===== src/rtl/laser_scan.sv =====
// rtl/laser_scan.sv - two-circle greedy coverage search over a 2^CW x 2^CW grid
module laser_scan #(
  parameter int            NPTS    = 40,
  parameter int            CW      = 4,
  parameter logic [2*CW:0] R2      = (2*CW+1)'(16),
  parameter int            MAXPASS = 8
) (
  input  logic          CLK,
  input  logic          RST_N,
  input  logic          IN_VALID,
  input  logic [CW-1:0] X,
  input  logic [CW-1:0] Y,
  output logic          IN_READY,
  output logic [CW-1:0] C1X,
  output logic [CW-1:0] C1Y,
  output logic [CW-1:0] C2X,
  output logic [CW-1:0] C2Y,
  output logic [7:0]    COVER,
  output logic          DONE
);

  localparam int PW = (NPTS > 1) ? $clog2(NPTS) : 1;

  typedef enum logic [2:0] {LOAD, SCAN1, SCAN2, EVAL, FINISH} state_e;

  state_e           state_q;
  logic [PW-1:0]    load_cnt_q;
  logic [PW-1:0]    pt_q;
  logic [2*CW-1:0]  cand_q;
  logic [7:0]       acc_q;
  logic [7:0]       best_q;
  logic [7:0]       start_best_q;
  logic [3:0]       pass_q;
  logic [CW-1:0]    w1x_q, w1y_q, w2x_q, w2y_q;
  logic [CW-1:0]    c1x_q, c1y_q, c2x_q, c2y_q;
  logic [7:0]       cover_q;
  logic             done_q;
  logic             in_ready_q;

  logic [CW-1:0]    px_mem [NPTS];
  logic [CW-1:0]    py_mem [NPTS];

  logic [CW-1:0]    px, py, fx, fy, cx, cy;
  logic             hit, xfer;
  logic [7:0]       acc_d;

  function automatic logic covers(input logic [CW-1:0] ax, input logic [CW-1:0] ay,
                                  input logic [CW-1:0] bx, input logic [CW-1:0] by);
    logic [CW-1:0]   dx, dy;
    logic [2*CW-1:0] sx, sy;
    logic [2*CW:0]   sum;
    dx  = (ax > bx) ? ax - bx : bx - ax;
    dy  = (ay > by) ? ay - by : by - ay;
    sx  = {{CW{1'b0}}, dx} * {{CW{1'b0}}, dx};
    sy  = {{CW{1'b0}}, dy} * {{CW{1'b0}}, dy};
    sum = {1'b0, sx} + {1'b0, sy};
    return sum <= R2;
  endfunction

  // SCAN1 holds w2 fixed, SCAN2 holds w1 fixed; candidate is y-major
  assign fx    = (state_q == SCAN1) ? w2x_q : w1x_q;
  assign fy    = (state_q == SCAN1) ? w2y_q : w1y_q;
  assign cx    = cand_q[CW-1:0];
  assign cy    = cand_q[2*CW-1:CW];
  assign px    = px_mem[pt_q];
  assign py    = py_mem[pt_q];
  assign hit   = covers(px, py, cx, cy) || covers(px, py, fx, fy);
  assign acc_d = acc_q + {7'd0, hit};
  assign xfer  = IN_VALID && in_ready_q;

  always_ff @(posedge CLK) begin
    if (xfer) begin
      px_mem[load_cnt_q] <= X;
      py_mem[load_cnt_q] <= Y;
    end
  end

  always_ff @(posedge CLK) begin
    if (!RST_N) begin
      state_q      <= LOAD;
      load_cnt_q   <= '0;
      pt_q         <= '0;
      cand_q       <= '0;
      acc_q        <= '0;
      best_q       <= '0;
      start_best_q <= '0;
      pass_q       <= '0;
      w1x_q        <= '0;
      w1y_q        <= '0;
      w2x_q        <= '0;
      w2y_q        <= '0;
      c1x_q        <= '0;
      c1y_q        <= '0;
      c2x_q        <= '0;
      c2y_q        <= '0;
      cover_q      <= '0;
      done_q       <= 1'b0;
      in_ready_q   <= 1'b1;
    end else begin
      done_q <= 1'b0;
      case (state_q)
        LOAD: begin
          if (xfer) begin
            if (load_cnt_q == PW'(NPTS - 1)) begin
              load_cnt_q   <= '0;
              in_ready_q   <= 1'b0;
              state_q      <= SCAN1;
              pt_q         <= '0;
              cand_q       <= '0;
              acc_q        <= '0;
              best_q       <= '0;
              start_best_q <= '0;
              pass_q       <= 4'd1;
              w1x_q        <= '0;
              w1y_q        <= '0;
              w2x_q        <= '0;
              w2y_q        <= '0;
            end else begin
              load_cnt_q <= load_cnt_q + PW'(1);
            end
          end
        end
        SCAN1, SCAN2: begin
          if (pt_q == PW'(NPTS - 1)) begin
            pt_q   <= '0;
            acc_q  <= '0;
            cand_q <= cand_q + (2*CW)'(1);
            // strict greater-than keeps the earliest candidate on ties
            if (acc_d > best_q) begin
              best_q <= acc_d;
              if (state_q == SCAN1) begin
                w1x_q <= cx;
                w1y_q <= cy;
              end else begin
                w2x_q <= cx;
                w2y_q <= cy;
              end
            end
            if (cand_q == '1) state_q <= (state_q == SCAN1) ? SCAN2 : EVAL;
          end else begin
            pt_q  <= pt_q + PW'(1);
            acc_q <= acc_d;
          end
        end
        EVAL: begin
          if (best_q == start_best_q || pass_q == 4'(MAXPASS) || best_q == 8'(NPTS)) begin
            state_q <= FINISH;
            c1x_q   <= w1x_q;
            c1y_q   <= w1y_q;
            c2x_q   <= w2x_q;
            c2y_q   <= w2y_q;
            cover_q <= best_q;
            done_q  <= 1'b1;
          end else begin
            pass_q       <= pass_q + 4'd1;
            start_best_q <= best_q;
            state_q      <= SCAN1;
          end
        end
        FINISH: begin
          state_q    <= LOAD;
          in_ready_q <= 1'b1;
        end
        default: state_q <= LOAD;
      endcase
    end
  end

  assign IN_READY = in_ready_q;
  assign C1X      = c1x_q;
  assign C1Y      = c1y_q;
  assign C2X      = c2x_q;
  assign C2Y      = c2y_q;
  assign COVER    = cover_q;
  assign DONE     = done_q;

endmodule


===== config.mk =====
export PLATFORM = sky130hd
export DESIGN_NAME = laser_scan
export DESIGN_NICKNAME = d
export VERILOG_FILES = /design/src/rtl/laser_scan.sv
export SDC_FILE = /design/constraint.sdc
export NUM_CORES = 1
export LEC_CHECK = 0
export BUFFER_PORTS_ARGS = -buffer_cell sky130_fd_sc_hd__buf_2
export CAP_MARGIN = 0
export CELL_PAD_IN_SITES_DETAIL_PLACEMENT = 1
export CELL_PAD_IN_SITES_GLOBAL_PLACEMENT = 2
export CORE_AREA = 2 2 206 208
export DETAILED_ROUTE_END_ITERATION = 10
export DIE_AREA = 0 0 208 210
export HOLD_SLACK_MARGIN = 0.08
export PLACE_DENSITY_LB_ADDON = 0.1
export SLEW_MARGIN = 20
export SYNTH_ARGS = -nofsm -noshare
export SYNTH_HDL_FRONTEND = slang
export SYNTH_SLANG_ARGS = --single-unit

===== constraint.sdc =====
create_clock -name CLK -period 12.1 [get_ports CLK]
set_clock_uncertainty 0.15 [all_clocks]
set_input_delay 0.605 -clock CLK [delete_from_list [all_inputs] [get_ports CLK]]
set_output_delay 0.605 -clock CLK [all_outputs]
set_load 0.03 [all_outputs]

; After elaboration in Yosys (flattened, before gate mapping)
; Memories as Yosys holds them, arrays and structs flattened. A register that Yosys moved wholly into a read port is not among the register bits.
; Index checks and enable logic that the tools add are counted.
[op_classes]
magnitude_cmp = 7
n_addsub = 15
multipliers = 4
shifts = 0
n_eq_ne = 18
n_bitwise = 0
reduce_logical = 20
mux = 61
div_mod_pow = 0
[op_table]
columns = cell, n
row1 = $mux W4, 23
row2 = $pmux W8 S2, 4
row3 = $mux W8, 7
row4 = $mux W6, 8
row5 = $pmux W4 S2, 5
row6 = $mul A4 B4 Y8, 4
row7 = $sub A4 B4 Y4, 8
row8 = $add A8 B8 Y9, 2
row9 = $le A9 B5 Y1 const B, 2
row10 = $gt A4 B4 Y1, 4
row11 = $ne A2 B2 Y1 const B, 8
row12 = $mux W3, 5
row13 = $add A6 B1 Y6 const B, 2
row14 = $eq A6 B6 Y1 const B, 2
row15 = $pmux W6 S2, 1
row16 = $reduce_and A4 Y1, 3
row17 = $reduce_and A6 Y1, 2
row18 = $pmux W3 S3, 1
row19 = $add A8 B1 Y8, 1
row20 = $add A8 B1 Y8 const B, 1
row21 = $eq A8 B6 Y1 const B, 1
row22 = $eq A8 B8 Y1, 1
row23 = $eq A8 B8 Y1 const B, 1
row24 = $gt A8 B8 Y1, 1
row25 = 15 further kinds, 28
[word_totals]
latch_bits = 0
word_cells = 146
regBits = 93
mem_bits_rw = 320
output_inout_bits = 26
n_memories = 2
rom_bits = 0
[memory_table]
columns = name, depth, width, read_ports, rd_ports_with_merged_regs, wr, line
row1 = px_mem, 40, 4, 1, 1, 1, 40  ; logic [CW-1:0] px_mem [NPTS];
row2 = py_mem, 40, 4, 1, 1, 1, 41  ; logic [CW-1:0] py_mem [NPTS];

; Depth between registers and ports, before layout
; Gate-level depths: netlist of run 1.
[logic_depth]
word_depth = 13
depth_mapped = 42

; Least setup slack after synthesis of run 1
; Ideal clock, no wire load.
[synth_path]
path_kind = flip-flop to flip-flop
from = reg with a tool-made name
to = reg w1x_q[0]
arrival_ps = 9186
setup_ps = 61
stages_incl_launch_ff = 39
path_slack_ps = 2703
required_time_ps = 11889
path_cell_list = dfxtp_1 > buf_2 > buf_2 > clkbuf_1 > clkbuf_1 > a31oi_1 > o211ai_1 > nand3_1 > ha_1 > fa_1 > nor2b_1 > o21a_1 > o21a_1 > mux2i_1 > xnor2_1 > or2_2 > fa_1 > fa_1 > [3 not listed] > ha_1 > inv_1 > fa_1 > xor2_1 > o21ai_0 > or4b_2 > o41ai_1 > ha_1 > ha_1 > nand3_1 > nor2_1 > xor2_1 > ha_1 > and4_1 > a21boi_0 > o21ai_0 > a31oi_1 > a22o_1
[synth_lines]
columns = item, line
row1 = to (signal assigned), 88  ; w1x_q <= '0;
row2 = to (signal assigned), 114  ; w1x_q <= '0;
row3 = to (signal assigned), 132  ; w1x_q <= cx;
row4 = to (decl), 34  ; logic [CW-1:0] w1x_q, w1y_q, w2x_q, w2y_q;

==> metrics.md, run 1 <==
| Metric | Value |
|---|---|
| Result of the run | `finished clean` |
| Sequential share of power | `33.5%` |
| Tot GR Track Use | `a little over a fifth` |
| Smallest hold slack | `0.2792 ns` |
| Maximum buffer depth of the clock tree | `3` |
| Post-Syn Area | `19180 µm²` |
| MaxCap Viol Count | `0` |
| Final nets | `1458` |
| Clock tree from TritonCTS | `yes` |
| Number of antenna-violating nets in the routed design | `0` |
| Shortest clock period the worst path allows after layout | `approximately 11 ns` |
| Horizontal die dimension | `208 µm` |
| First-pass detailed-route iteration total | `5` |
| Clock Sinks | `419` |
| Global-route wire length before repair | `70780 µm` |
| Critical path launch point type | `flop` |
| Clock latency at the later pin of the worst-skew pair | `0.58 ns` |
| Slew headroom | `23.69%` |
| Post-DP HPWL | `30760 µm` |
| Routed via count | `10790` |
| Core area | `between 40000 and 50000 µm²` |
| Clock tree root driver cell | `clkbuf_16` |
| Switching pwr | `between 1.5 and 2 mW` |
| Peak supply drop | `around 220 µV` |
| Data arrival, critical path | `11.22 ns` |
| Antenna diode count | `0` |
| Cts bufs inserted | `45` |
| Total Wirelength | `around 46000 µm` |
| CP max FO | `31` |
| Global placement routability congestion | `0.7753` |
| Critical path type | `flop to flop` |
| Post-Synthesis Cells | `between 1000 and 1500` |
| Internal cell power | `roughly 3.1 mW` |
| Most frequent standard cell in the layout excluding fill and tap cells | `edfxtp_1` |
| Number of synthesized register bits | `419` |
| Die boundary height | `210 µm` |
| Unrepaired setup endpoints after global routing | `false` |
| Final Max Tran Viols | `0` |
| First-iteration detailed-routing DRC count | `793` |
| # resized after CTS | `0` |
| Post-CTS setup repair buffer count | `0` |
| Dominant synthesized flop cell | `edfxtp_1` |
| Sequential element share of the synthesized area | `60.43%` |
| EDFF count, synth | `320` |
| Switching Share | `around a third` |
| # DRC | `0` |
| Most common cell on crit path | `fa_1` |
| Share of the clock period used by the worst path | `approximately nine tenths` |
| Cell variety after synth | `64` |
| Total of endpoints with negative setup slack in the final report | `0` |
| Level count of the clock H-tree | `2` |
| Mean Syn Cell Area | `14.82 µm²` |
| Total overflow reported by the global router | `0` |
| Total number of placement rows | `75` |
| Highest cell delay on the worst timing path | `0.64 ns` |
| Commonest cells after routing, fill and taps aside | `edfxtp_1 (320), nor2_1 (138), dfxtp_1 (95), inv_1 (83), mux4_2 (82)` |
| Yosys warning total | `0` |
| Comb pwr share | `39.2%` |
| Worst-path clk slew | `0.06 ns` |
| Antenna violations before repair | `0` |
| Hold buffer count at CTS | `0` |
| I/O pin cnt | `37` |
| Worst endpoint required time | `12.46 ns` |
| Total power after layout | `4.744 mW` |
| Fraction of layout cells with a size suffix above 1 | `a little under a fifth` |
| Signed area change from the synthesized netlist to the final layout | `11.02%` |
| I/O Buffers | `36` |
| Pin count of the biggest net entering global routing | `62` |
| LEAKAGE | `between 7 and 8 nW` |
| Post-route core utilization | `51.34%` |
| Max Clk Rate | `92.09 MHz` |
| Final standard cell area without fillers | `21300 µm²` |
| R2R setup slack | `1.24 ns` |
| Power density normalized to cell area | `222.8 nW/µm²` |
| Path category of the worst min-delay check | `primary input to flop` |
| Nature of the critical path endpoint | `flop` |
| Number of global-route vias before repair | `11480` |
| Total placed instance area | `about 20000 µm²` |
| Transition time of the tightest slew-check pin | `roughly 1.1 ns` |
| Nets in the synthesized netlist | `1413` |
| Vias per cell | `5.648` |
| Setup_tns | `0 ns` |
| WL per Instance | `24.02 µm` |
| Fillers | `3984` |
| Ys async rst share | `0%` |
| Effective utilization at floorplan | `46.25%` |
| Crit path max-delay cell type | `dfxtp_4` |
| Die area | `roughly 44000 µm²` |
| Clock share of power | `27.4%` |
| Final hold violation count | `0` |
power groups by stage:
stage          registers [mW]  logic [mW]  clock network, mW
6_report                 1.59        1.86               1.30
5_1_grt                  1.59        2.17               1.37
4_1_cts                  1.59        1.93               1.33
3_5_place_dp             1.62        1.92                  0
3_3_place_gp             1.62        1.90                  0
2_1_floorplan            1.60        1.42                  0
cells by family after synthesis:
| kind of cell | after synthesis | synth area share [%] |
|---|---|---|
| buf+inv | 134 | 3.013 |
| mux | 162 | 13.97 |
| simple gates | 283 | 6.940 |
| flops | 419 | 60.43 |
| fa+ha+maj | 108 | 8.219 |
| compound gates | 151 | 5.740 |
| xor+xnor | 37 | 1.689 |
stage by stage:
stage | setup WS [ns] | instances
2_1_floorplan | 2.703 | 1294
3_3_place_gp | 1.294 | 1831
3_5_place_dp | 1.185 | 1831
4_1_cts | 1.103 | 1910
5_1_grt | 0.4060 | 1910
6_report | 1.241 | 1910
critical path, delay by kind of cell, from the launching register on:
kind	cells	cell delay, ns
AO/OA/AOI/OAI	11	2.97
XOR/XNOR	2	0.41
adder cells (fa/ha/maj)	10	3.78
buffers and inverters	5	0.85
flip-flops	1	0.64
multiplexers	3	1.04
AND/OR/NAND/NOR	4	0.85
cell usage after synthesis, drive strengths merged (30+ instances only):
master	instances	area share, %
nor2	141	2.8
mux2i	54	2.8
ha	78	5.1
nand2	49	0.98
fa	30	3.1
edfxtp	320	50
a21oi	45	1.2
buf	30	0.98
mux4	82	9.6
inv	84	1.6
dfxtp	99	10
final cells by class:
cell class,count,area [µm²],area share [%]
repair buffers,48,320.3,1.504
clock inverters,21,152.6,0.7168
well taps,539,674.4,3.167
multi-input cells,741,7018,32.96
inverters,84,315.3,1.481
flip-flops and latches,419,11600,54.47
clock buffers,58,1216,5.711
layer usage:
metal | track usage, % | up-vias | wire length, µm
li1 | - | 4948 | -
met1 | 29.09 | 5574 | 20550
met2 | 35.94 | 195 | 22420
met3 | 3.799 | 70 | 1791
met4 | 6.187 | 0 | 1125
met5 | 0 | - | 0
state kept, by name, indices dropped and copies added, names as in the netlist, 6 cells and up, named ones only:
register / flops
px_mem: 160
py_mem: 160
COVER: 8
acc_q: 8
best_q: 8
cand_q: 8
start_best_q: 8
load_cnt_q: 6
pt_q: 6
path summary, 6_finish.rpt:
path,start,end,cells past startpoint
min,RST_N,state_q[0],3
max,flop,w1x_q[1],35
min reg2reg,COVER[5],COVER[5],2
max reg2reg,flop,w1x_q[1],35
No activity file was read; power rests on OpenSTA's default activity.
==> inputs of run 2 (changes only) <==
Settings changed: RECOVER_POWER from default to 100.
==> metrics.md, run 2 (synthesis gave the netlist of run 1 again) <==
| Metric | Value |
|---|---|
| Data arrival, critical path | `11.28 ns (+0.06 ns)` |
| Final Max Tran Viols | `355 (+355)` |
| Switching Share | `34.04% (+0.13 points)` |
| Nature of the critical path endpoint | `flop` |
| Transition time of the tightest slew-check pin | `1.955 ns (+0.8143 ns)` |
| Fraction of layout cells with a size suffix above 1 | `15.03% (-3.1 points)` |
| Global placement routability congestion | `0.7753 (unchanged)` |
| Global-route wire length before repair | `70780 µm (unchanged)` |
| Path category of the worst min-delay check | `primary input to flop` |
| Clock Sinks | `419 (unchanged)` |
| Instance count after placement with tap cells included | `1831 (unchanged)` |
| Reg2Reg Depth | `35 (unchanged)` |
| Maximum buffer depth of the clock tree | `3 (unchanged)` |
| Level count of the clock H-tree | `2 (unchanged)` |
| # resized after CTS | `0 (unchanged)` |
| Unrepaired setup endpoints after global routing | `false` |
| Number of global-route vias before repair | `11480 (unchanged)` |
| Result of the run | `finished with violations` |
| Effective utilization at floorplan | `46.25% (unchanged)` |
| Commonest cells after routing, fill and taps aside | `edfxtp_1 (320), nor2_1 (140), dfxtp_1 (95), inv_1 (83), mux4_2 (82)` |
| Core area | `41480 µm² (unchanged)` |
| Most common cell on crit path | `fa_1` |
| Total of endpoints with negative setup slack in the final report | `0 (unchanged)` |
| Fillers | `3999 (+0.38%)` |
| Hold buffer count at CTS | `0 (unchanged)` |
| LEAKAGE | `7.350 nW (-1.9%)` |
| Max Clk Rate | `91.62 MHz (-0.50%)` |
| Worst-path clk slew | `0.06 ns (about the same)` |
| Horizontal die dimension | `208 µm (unchanged)` |
| First-pass detailed-route iteration total | `5 (unchanged)` |
| First-iteration detailed-routing DRC count | `866 (+9.2%)` |
| Critical path type | `flop to flop` |
| # DRC | `0 (unchanged)` |
| Slew headroom | `-30.31% (-54 points)` |
| Violations in the final reports | `capacitance limit, slew limit` |
| Antenna diode count | `0 (unchanged)` |
| Power density normalized to cell area | `222.9 nW/µm² (about the same)` |
| Post-DP HPWL | `30760 µm (unchanged)` |
| Registers with the highest flip-flop counts | `px_mem (160), py_mem (160)` |
| Die boundary height | `210 µm (unchanged)` |
| WL per Instance | `24.04 µm (about the same)` |
| Clock tree root driver cell | `clkbuf_16` |
| Routed via count | `10780 (-0.065%)` |
| Final hold violation count | `0 (unchanged)` |
| Total number of placement rows | `75 (unchanged)` |
| Signed area change from the synthesized netlist to the final layout | `10.55%` |
| Total Wirelength | `45920 µm (about the same)` |
| Critical path launch point type | `flop` |
| CP max FO | `31 (unchanged)` |
| Sequential share of power | `33.6% (about the same)` |
| Vias per cell | `5.644 (about the same)` |
| Non-filler cells, final | `1910 (unchanged)` |
| Total power after layout | `4.727 mW (-0.36%)` |
| Reg-to-reg endpoint | `w1x_q[1]` |
| Die area | `43680 µm² (unchanged)` |
| Smallest hold slack | `0.2722 ns (-0.007002 ns)` |
| I/O Buffers | `36 (unchanged)` |
| Clock tree from TritonCTS | `yes` |
| Internal cell power | `3.118 mW (-0.56%)` |
| Post-CTS setup repair buffer count | `0 (unchanged)` |
| Startpoint of the lowest-slack hold path | `RST_N` |
| Tot GR Track Use | `21.51% (unchanged)` |
| Setup_tns | `0 ns (unchanged)` |
| I/O pin cnt | `37 (unchanged)` |
| Shortest clock period the worst path allows after layout | `10.91 ns (+0.05486 ns)` |
| Final nets | `1458 (unchanged)` |
| Clock latency at the later pin of the worst-skew pair | `0.58 ns (about the same)` |
| Worst hold path stage count | `3 (unchanged)` |
| Post-route core utilization | `51.13% (-0.21 points)` |
| Cts bufs inserted | `45 (unchanged)` |
| Clock share of power | `27.5% (about the same)` |
| Peak supply drop | `198.2 µV (-8.3%)` |
| Worst endpoint required time | `12.46 ns (about the same)` |
| Number of antenna-violating nets in the routed design | `0 (unchanged)` |
| MaxCap Viol Count | `9 (+9)` |
| Total overflow reported by the global router | `0 (unchanged)` |
| Highest cell delay on the worst timing path | `0.64 ns (about the same)` |
| Antenna violations before repair | `0 (unchanged)` |
| Pin count of the biggest net entering global routing | `62 (unchanged)` |
| Switching pwr | `1.609 mW (about the same)` |
| Comb pwr share | `38.9% (-0.3 points)` |
| R2R setup slack | `1.19 ns (-0.05 ns)` |
| Share of the clock period used by the worst path | `90.20% (+0.45 points)` |
| Hold endpoint | `state_q[0]` |
| Most frequent standard cell in the layout excluding fill and tap cells | `edfxtp_1` |
| Crit path max-delay cell type | `dfxtp_4` |
==> run 2: cell count changes in the layout (fill, tap and decap cells not counted), sizes merged <==
cell    before  now
buf         48   12
clkbuf      58   94
==> run 2: layer usage <==
layer	GRT usage, %	routed length [µm]
met5	0	0
met4	6.187	1090
met3	3.799	1773
met2	35.94	22490
met1	29.09	20560
==> run 2: final cells by class <==
class	instances	area, µm²	share of cell area (%)
Inverter	84	315.3	1.487
Clock buffer	58	1216	5.735
Timing Repair Buffer	48	270.3	1.274
Sequential cell	419	11600	54.69
Tap cell	539	674.4	3.180
Multi-Input combinational cell	741	6979	32.91
Clock inverter	21	152.6	0.7198
==> run 2: how the worst max path moves through the flow <==
stage               end
5_1_grt        w1x_q[1]
3_3_place_gp   w1x_q[1]
2_1_floorplan  w1x_q[0]
6_report       w1x_q[1]
4_1_cts        w1x_q[1]
3_5_place_dp   w1x_q[1]
==> run 2: worst max-delay path, delay by kind of cell, from the launching register on <==
kind	cells	cell delay, ns
multiplexers	3	1.04
adder cells (fa/ha/maj)	10	3.83
buffers and inverters	5	0.88
XOR/XNOR	2	0.41
flip-flops	1	0.64
AND/OR/NAND/NOR	4	0.85
AO/OA/AOI/OAI	11	2.94
==> run 2: through the flow <==
step / setup WS [ns] / instance area [µm²]
final: 1.186 / 21210
after global routing: 0.3036 / 21210
after CTS: 1.103 / 21290
after detailed placement: 1.185 / 19920
after global placement: 1.294 / 19920
after floorplan: 2.703 / 19180
==> run 2: power by group through the flow <==
stage	clock, mW	combinational, mW	sequential [mW]
2_1_floorplan	0	1.42	1.60
3_3_place_gp	0	1.90	1.62
3_5_place_dp	0	1.92	1.62
4_1_cts	1.33	1.93	1.59
5_1_grt	1.37	2.15	1.59
6_report	1.30	1.84	1.59
==> inputs of run 3 (changes only) <==
Settings changed: CORE_AREA 2 2 206 208 to 2 2 188 227, DIE_AREA 0 0 208 210 to 0 0 190 229.
==> metrics.md, run 3 (synthesis gave the netlist of run 1 again) <==
| Metric | Value |
|---|---|
| Result of the run | `finished with violations` |
| Violations in the final reports | `capacitance limit, slew limit` |
| Post-CTS setup repair buffer count | `0 (unchanged)` |
| LEAKAGE | `7.338 nW (-0.16%)` |
| # DRC | `0 (unchanged)` |
| Smallest hold slack | `0.2754 ns (+0.003180 ns)` |
| Crit path max-delay cell type | `a31oi_1` |
| Routed via count | `10700 (-0.77%)` |
| Horizontal die dimension | `190 µm (-8.7%)` |
| Nature of the critical path endpoint | `flop` |
| Shortest clock period the worst path allows after layout | `11.10 ns (+0.1861 ns)` |
| Max Clk Rate | `90.09 MHz (-1.7%)` |
| Most frequent standard cell in the layout excluding fill and tap cells | `edfxtp_1` |
| Setup_tns | `0 ns (unchanged)` |
| CP max FO | `17 (-45%)` |
| Global-route wire length before repair | `71500 µm (+1.0%)` |
| Signed area change from the synthesized netlist to the final layout | `10.43%` |
| Transition time of the tightest slew-check pin | `2.062 ns (+0.1068 ns)` |
| Die boundary height | `229 µm (+9.0%)` |
| Clock latency at the later pin of the worst-skew pair | `0.58 ns (about the same)` |
| Level count of the clock H-tree | `2 (unchanged)` |
| Total overflow reported by the global router | `0 (unchanged)` |
| Number of antenna-violating nets in the routed design | `0 (unchanged)` |
| Clock Sinks | `419 (unchanged)` |
| Number of global-route vias before repair | `11710 (+2.0%)` |
| Total of endpoints with negative setup slack in the final report | `0 (unchanged)` |
| Registers with the highest flip-flop counts | `px_mem (160), py_mem (160)` |
| Die area | `43510 µm² (-0.39%)` |
| Final hold violation count | `0 (unchanged)` |
| Path category of the worst min-delay check | `primary input to flop` |
| Data arrival, critical path | `11.46 ns (+0.18 ns)` |
| Vias per cell | `5.583 (-1.1%)` |
| Hold buffer count at CTS | `0 (unchanged)` |
| Effective utilization at floorplan | `46.39% (+0.15 points)` |
| Fraction of layout cells with a size suffix above 1 | `14.67% (-0.35 points)` |
| Cts bufs inserted | `43 (-4.4%)` |
| First-iteration detailed-routing DRC count | `524 (-39%)` |
| Core area | `41350 µm² (-0.31%)` |
| Total Wirelength | `45740 µm (-0.39%)` |
| Worst-path clk slew | `0.06 ns (about the same)` |
| Antenna violations before repair | `0 (unchanged)` |
| I/O Buffers | `36 (unchanged)` |
| Commonest cells after routing, fill and taps aside | `edfxtp_1 (320), nor2_1 (140), dfxtp_1 (95), inv_1 (83), mux4_2 (82)` |
| Worst endpoint required time | `12.46 ns (about the same)` |
| Global placement routability congestion | `0.8105 (+4.5%)` |
| Share of the clock period used by the worst path | `91.74% (+1.5 points)` |
| Clock tree root driver cell | `clkbuf_16` |
| # resized after CTS | `0 (unchanged)` |
| MaxCap Viol Count | `9 (unchanged)` |
| Antenna diode count | `0 (unchanged)` |
| Peak supply drop | `339.4 µV (+71%)` |
| Power density normalized to cell area | `226.0 nW/µm² (+1.4%)` |
| Pin count of the biggest net entering global routing | `62 (unchanged)` |
| Fillers | `4002 (+0.075%)` |
| WL per Instance | `23.87 µm (-0.70%)` |
| Maximum buffer depth of the clock tree | `3 (unchanged)` |
| Clock tree from TritonCTS | `yes` |
| Non-filler cells, final | `1916 (+0.31%)` |
| Post-DP HPWL | `31670 µm (+3.0%)` |
| Highest cell delay on the worst timing path | `0.64 ns (about the same)` |
| Critical path type | `flop to flop` |
| Total power after layout | `4.787 mW (+1.3%)` |
| Instance count after placement with tap cells included | `1839 (+0.44%)` |
| First-pass detailed-route iteration total | `5 (unchanged)` |
| Critical path launch point type | `flop` |
| I/O pin cnt | `37 (unchanged)` |
| Unrepaired setup endpoints after global routing | `false` |
| Final nets | `1457 (-0.069%)` |
| Most common cell on crit path | `fa_1` |
| Total number of placement rows | `82 (+9.3%)` |
| Tot GR Track Use | `21.97% (+0.46 points)` |
| Final Max Tran Viols | `355 (unchanged)` |
| Slew headroom | `-37.44% (-7.1 points)` |
## run 3: cell count changes in the layout (fill, tap and decap cells not counted), moves of 2 or more
| cell | change |
|---|---|
| clkinv_2 | -3 |
| buf_12 | -2 |
| bufinv_16 | +3 |
| clkbuf_16 | -2 |
| buf_4 | +3 |
## run 3: critical path, delay by kind of cell, from the launching register on
family / cells / cell delay, ns
AOI/OAI and AO/OA: 11 / 2.89
xor gates and xnor gates: 2 / 0.80
adders and majority gates: 10 / 3.76
buffers and inverters: 5 / 0.95
DFF: 1 / 0.58
muxes: 3 / 1.08
and+or+nand+nor: 4 / 0.78
## run 3: worst paths after layout
path,start,end,slack [ns],depth (start not counted)
min reg2reg,C1X[0],C1X[0],0.35,2
max,flop,w1x_q[1],1.0,35
min,RST_N,state_q[0],0.28,3
max reg2reg,flop,w1x_q[1],1.0,35
## run 3: report_power, final
group          internal, mW  switching [mW]
Clock                 0.759           0.545
Sequential             1.56          0.0203
Combinational         0.835            1.06
## run 3: metal layers
layer,track usage (%),share of wire (%),vias to the layer above,routed length (µm)
li1,-,-,4953,-
met1,27.60,42,5497,19250
met3,3.187,3.3,65,1500
met2,39.07,52,182,23770
met4,6.856,2.7,0,1218
met5,0,0,-,0
## run 3: per-stage QoR
step	util, %	setup slack [ns]	area [µm²]
detailed placement	48.16	1.045	19910
floorplan	-	2.703	19180
global route	51.23	0.2341	21180
global placement	48.16	1.285	19910
finish	51.23	0.9995	21180
CTS	51.47	0.9914	21280
## run 3: layout make-up
class | instances | area [µm²] | area share [%]
clock buffer | 56 | 1156 | 5.458
tap | 546 | 683.2 | 3.225
multi-input combinational | 741 | 6965 | 32.88
sequential | 419 | 11600 | 54.75
timing repair buffer | 49 | 252.7 | 1.193
inverter | 84 | 315.3 | 1.488
clock inverter | 21 | 211.5 | 0.9982
